--- src/rtl/mult_pkg.sv ---
// Shared types and constants for the shift-add multiplier control path.
package mult_pkg;

    // Default operand width: one add/shift iteration per multiplier bit.
    localparam int WIDTH_DEF = 8;

    // State encodings, kept explicit so waveforms and netlists stay readable.
    localparam logic [2:0] ST_IDLE  = 3'd0;
    localparam logic [2:0] ST_START = 3'd1;
    localparam logic [2:0] ST_ADD   = 3'd2;
    localparam logic [2:0] ST_SHIFT = 3'd3;
    localparam logic [2:0] ST_HOLD  = 3'd4;

    typedef enum logic [2:0] {
        IDLE  = ST_IDLE,
        START = ST_START,
        ADD   = ST_ADD,
        SHIFT = ST_SHIFT,
        HOLD  = ST_HOLD
    } state_t;

    // True in the states that make up an active multiply (START through SHIFT).
    function automatic logic is_busy_state(input state_t st);
        logic busy;
        case (st)
            START:   busy = 1'b1;
            ADD:     busy = 1'b1;
            SHIFT:   busy = 1'b1;
            default: busy = 1'b0;
        endcase
        return busy;
    endfunction

endpackage

--- src/rtl/mult_step_counter.sv ---
// Iteration counter for the multiply loop: counts 0..WIDTH-1 and flags the
// final iteration so the FSM can pick Sub over Add and leave the loop.
module mult_step_counter
    import mult_pkg::*;
#(
    parameter int WIDTH = WIDTH_DEF,
    parameter int CNT_W = $clog2(WIDTH)
) (
    input  logic clk_i,
    input  logic rst_n_i,
    input  logic clr_i,
    input  logic inc_i,
    output logic last_o
);

    localparam logic [CNT_W-1:0] LAST_CNT = CNT_W'(WIDTH - 1);

    logic [CNT_W-1:0] cnt_q;
    logic [CNT_W-1:0] cnt_d;

    // Next count: clear wins, increment saturates at the last iteration.
    always_comb begin
        cnt_d = cnt_q;
        if (clr_i) begin
            cnt_d = '0;
        end else if (inc_i && (cnt_q != LAST_CNT)) begin
            cnt_d = cnt_q + CNT_W'(1);
        end else begin
            cnt_d = cnt_q;
        end
    end

    // Count register with synchronous active-low reset.
    always_ff @(posedge clk_i) begin
        if (!rst_n_i) begin
            cnt_q <= '0;
        end else begin
            cnt_q <= cnt_d;
        end
    end

    assign last_o = (cnt_q == LAST_CNT);

endmodule

--- src/rtl/mult_control.sv ---
// Control FSM for the signed shift-add multiplier. Turns level requests
// (Execute, ClearA_LoadB) into one fixed-length multiply per press and
// drives the per-cycle datapath enables. Enables are decoded from the state
// (plus M in ADD and ClearA_LoadB in IDLE) so they act in the same cycle.
module mult_control
    import mult_pkg::*;
#(
    parameter int WIDTH = WIDTH_DEF,
    parameter int CNT_W = $clog2(WIDTH)
) (
    input  logic Clk,
    input  logic Reset_n,
    input  logic Execute,
    input  logic ClearA_LoadB,
    input  logic M,
    output logic Clr_XA,
    output logic Ld_B,
    output logic Add,
    output logic Sub,
    output logic Shift,
    output logic Busy,
    output logic Done
);

    state_t state_q;
    state_t state_d;
    logic   cnt_clr_s;
    logic   cnt_inc_s;
    logic   cnt_last_s;

    mult_step_counter #(
        .WIDTH (WIDTH),
        .CNT_W (CNT_W)
    ) u_step_counter (
        .clk_i   (Clk),
        .rst_n_i (Reset_n),
        .clr_i   (cnt_clr_s),
        .inc_i   (cnt_inc_s),
        .last_o  (cnt_last_s)
    );

    // Next-state, counter control and datapath enables; reset forces all quiet.
    always_comb begin
        state_d   = state_q;
        cnt_clr_s = 1'b0;
        cnt_inc_s = 1'b0;
        Clr_XA    = 1'b0;
        Ld_B      = 1'b0;
        Add       = 1'b0;
        Sub       = 1'b0;
        Shift     = 1'b0;
        Busy      = 1'b0;
        Done      = 1'b0;
        if (!Reset_n) begin
            state_d   = IDLE;
            cnt_clr_s = 1'b1;
        end else begin
            case (state_q)
                IDLE: begin
                    // Execute outranks a concurrent load request.
                    if (Execute) begin
                        state_d = START;
                    end else begin
                        state_d = IDLE;
                        Ld_B    = ClearA_LoadB;
                        Clr_XA  = ClearA_LoadB;
                    end
                end
                START: begin
                    Clr_XA    = 1'b1;
                    Busy      = is_busy_state(state_q);
                    cnt_clr_s = 1'b1;
                    state_d   = ADD;
                end
                ADD: begin
                    Busy = is_busy_state(state_q);
                    // The sign bit of the multiplier carries negative weight.
                    if (M) begin
                        if (cnt_last_s) begin
                            Sub = 1'b1;
                        end else begin
                            Add = 1'b1;
                        end
                    end else begin
                        Add = 1'b0;
                    end
                    state_d = SHIFT;
                end
                SHIFT: begin
                    Shift = 1'b1;
                    Busy  = is_busy_state(state_q);
                    if (cnt_last_s) begin
                        state_d = HOLD;
                    end else begin
                        cnt_inc_s = 1'b1;
                        state_d   = ADD;
                    end
                end
                HOLD: begin
                    Done = 1'b1;
                    // Wait for release so a held button yields one multiply.
                    if (!Execute) begin
                        state_d = IDLE;
                    end else begin
                        state_d = HOLD;
                    end
                end
                default: begin
                    state_d = IDLE;
                end
            endcase
        end
    end

    // State register with synchronous active-low reset.
    always_ff @(posedge Clk) begin
        if (!Reset_n) begin
            state_q <= IDLE;
        end else begin
            state_q <= state_d;
        end
    end

endmodule

--- config.mk ---
export PLATFORM = sky130hd
export DESIGN_NAME = mult_control
export DESIGN_NICKNAME = d
export VERILOG_FILES = /design/src/rtl/mult_pkg.sv /design/src/rtl/mult_step_counter.sv /design/src/rtl/mult_control.sv
export SDC_FILE = /design/constraint.sdc
export NUM_CORES = 1
export LEC_CHECK = 0
export BUFFER_PORTS_ARGS = -buffer_cell sky130_fd_sc_hd__buf_2
export CORE_AREA = 8 8 45 47
export DETAILED_ROUTE_END_ITERATION = 12
export DIE_AREA = 0 0 53 55
export GPL_TIMING_DRIVEN = 0
export REMOVE_ABC_BUFFERS = 1
export SETUP_SLACK_MARGIN = 0.15
export SLEW_MARGIN = 20
export SYNTH_ARGS = -nofsm -noshare
export SYNTH_HDL_FRONTEND = slang
export SYNTH_SLANG_ARGS = --single-unit
--- constraint.sdc ---
create_clock -name Clk -period 3.4 [get_ports Clk]
set_clock_uncertainty 0.1 [all_clocks]
set_input_delay 0.51 -clock Clk [delete_from_list [all_inputs] [get_ports Clk]]
set_output_delay 0.51 -clock Clk [all_outputs]
set_load 0.03 [all_outputs]
==> reports/qor.txt <==
status -> finished clean
final hold violations -> 0
min-delay src -> u_step_counter.cnt_q[0]$_SDFFE_PP0P_
Hold Crit Depth -> 1
CP arrival -> 1.32 ns
synth warn -> 0
GPL Wtd Cong -> 0.7268
vias in the first global route -> 313
clock share of power -> 40.0%
critical-path maximum fanout -> 4
DIE WIDTH -> 53 um
starting density of the core -> 25.32%
Core Area -> 0.001384 mm^2
total wire length -> 826 um
IO buf count -> 11
DRC Markers -> 0
Clock Latency Late Sink -> 0.25 ns
Detailed Route Iter0 Violations -> 2
ratio of cells with drive above 1 in the final layout -> 33.33%
Avg WL per Cell -> 12.33 um
ANT cells -> 0
Rel. slew slack -> 80.92%
FP Rows -> 14
TritonRoute pass-1 iters -> 2
fin nets -> 61
crit path capture type -> output port
RSZ-0062 raised after global routing -> false
Startpoint Class -> flop
Netlist cell types -> 22
worst min path class -> flop to flop
Max Freq -> 517.7 MHz
CTS buffer count -> 3
Crit path required time -> 2.79 ns
clock tree from TritonCTS -> yes
Worst-Margin Slew -> 0.2858 ns
dpl cells -> 64
switching power -> 44.79 uW
worst vdd ir -> 0.2353 mV
die height -> 55 um
CTS Hold Buffers Added -> 0
largest net degree at the start of global routing -> 10
Worst R2R Start -> u_step_counter.cnt_q[0]$_SDFFE_PP0P_
Clock Sinks -> 6
post-CTS sizing -> 0
Static Leak -> 0.0002347 uW
Avg Inst Size Synth -> 9.219 um^2
Final period util -> 56.81%
Power Density -> 377.2 mW/mm^2
die footprint -> 0.002915 mm^2
Synth area leader -> dfxtp_1
DP HPWL -> 632.6 um
total number of vias -> 336
post-synthesis cell count -> 38
clk buf depth -> 2
Synth area leaders -> dfxtp_1 34%, ha_1 11%, a41o_1 5.7%
Root Driver -> clkbuf_4
Setup-failing EPs final -> 0
Max-cap violations -> 0
Yosys top cell area share -> 34.29%
Setup CP Type -> flop to output port
Synth Register Bits -> 6
Seq pwr share -> 46.4%
clk slew on worst S/H paths -> 0.04 ns
Crit. Startpoint -> u_step_counter.cnt_q[0]$_SDFFE_PP0P_
setup_tns -> 0 ns
# H-tree levels -> 1
synthesis-to-layout area growth -> 25.71%
internal power -> 121.3 uW
first-pass GRT wire length -> 1324 um
Sw Share -> 26.96%
initial antenna violation count -> 0
sequential area share after synthesis -> 34.29%
Post-DRT Antenna Nets -> 0
all-layer global routing usage -> 6.670%
I/O Pins -> 12
worst r2r path cells -> 5
FILL cells -> 137
Cell Area, Synth -> 350.3 um^2
post-layout util -> 31.83%
total grt overflow -> 0
minimum clock period -> 1.932 ns
post-CTS setup buffer count -> 0
Logic pwr share -> 13.6%
Final Non-Filler Cells -> 67
DR vias/cell -> 5.015
Final Slew Violations -> 0
## critical path: stages (launching register included)
cell and delay [ns]:
dfxtp_1 0.32, ha_1 0.22, ha_1 0.23, nor2_1 0.11
buf_2 0.20
## layout by cell type (no fill, tap or decap), drive strengths merged
cell and n:
a41o 2, ha 3, and3 2, clkbuf 3, o21ai 1, nor3b 2
nand3 2, nand2b 2, nor3 1, mux2i 1, nor2 5, nand2 1
nor4 1, a22o 1, or3b 1, inv 2, and2 1, and4b 1
buf 11, a211oi 1, dfxtp 6, nand4 1
## flip-flops by register name, indices dropped and copies added (netlist names)
| name | count |
|---|---|
| u_step_counter.cnt_q | 3 |
| state_q | 3 |
## final timing paths
path	to	slack [ns]
max reg2reg	u_step_counter.cnt_q[1]$_SDFFE_PP0P_	1.86
max	Add	1.47
min reg2reg	u_step_counter.cnt_q[0]$_SDFFE_PP0P_	0.40
min	u_step_counter.cnt_q[0]$_SDFFE_PP0P_	0.40
## cells in the mapped netlist
cell type	n
dfxtp_1	6
nor2_1	5
ha_1	3
a41o_1	2
and3_1	2
inv_1	2
nand2b_1	2
nand3_1	2
a211oi_1	1
a22o_1	1
and2_1	1
and4b_4	1
buf_4	1
mux2i_1	1
nand2_2	1
nand4_1	1
nor3_1	1
nor3b_1	1
nor3b_2	1
nor4_1	1
o21ai_0	1
or3b_1	1
## per-stage QoR
| step | hold WS (ns) | cell area, um^2 | setup WS, ns | power [uW] |
|---|---|---|---|---|
| 4_1_cts | 0.3924 | 440.4 | 1.452 | 170.1 |
| 2_1_floorplan | 0.3399 | 342.8 | 1.234 | 92.24 |
| 3_5_place_dp | 0.3881 | 417.9 | 1.530 | 100.9 |
| 6_report | 0.4010 | 440.4 | 1.468 | 166.1 |
| 5_1_grt | 0.4110 | 440.4 | 1.332 | 179.4 |
| 3_3_place_gp | 0.3651 | 417.9 | 1.548 | 100.6 |
## cells by family (layout without fill, tap and decap cells)
logic type / count (synthesis) / in the layout / share of synthesized area, %
AO/OA/AOI/OAI: 5 / 5 / 11.79
adder cells (fa/ha/maj): 3 / 3 / 10.72
buffers and inverters: 3 / 16 / 4.287
flip-flops: 6 / 6 / 34.29
multiplexers: 1 / 1 / 2.857
AND/OR/NAND/NOR: 20 / 20 / 36.07
## power groups by stage
stage | registers, uW | logic [uW] | clock network [uW]
after floorplan | 77.3 | 14.9 | 0
after detailed placement | 78.3 | 22.6 | 0
final | 77.1 | 22.6 | 66.5
after global routing | 77.5 | 24.8 | 77.1
after CTS | 77.0 | 22.8 | 70.3
after global placement | 78.3 | 22.3 | 0
## final cells by class
cell class,count,area [um^2],share of cell area (%)
flip-flops and latches,6,120.1,27.27
repair buffers,11,55.05,12.50
inverters,2,7.507,1.705
multi-input cells,29,215.2,48.86
clock buffers,3,22.52,5.114
well taps,16,20.02,4.545
## metal layers
layer | global-route usage (%) | vias to the layer above | part of all wire (%)
li1 | - | 169 | -
met5 | 0 | - | 0
met1 | 5.632 | 155 | 38
met4 | 3.879 | 0 | 0
met2 | 10.55 | 12 | 48
met3 | 5.882 | 0 | 14
Note: power is estimated with default switching activity, not from simulation.
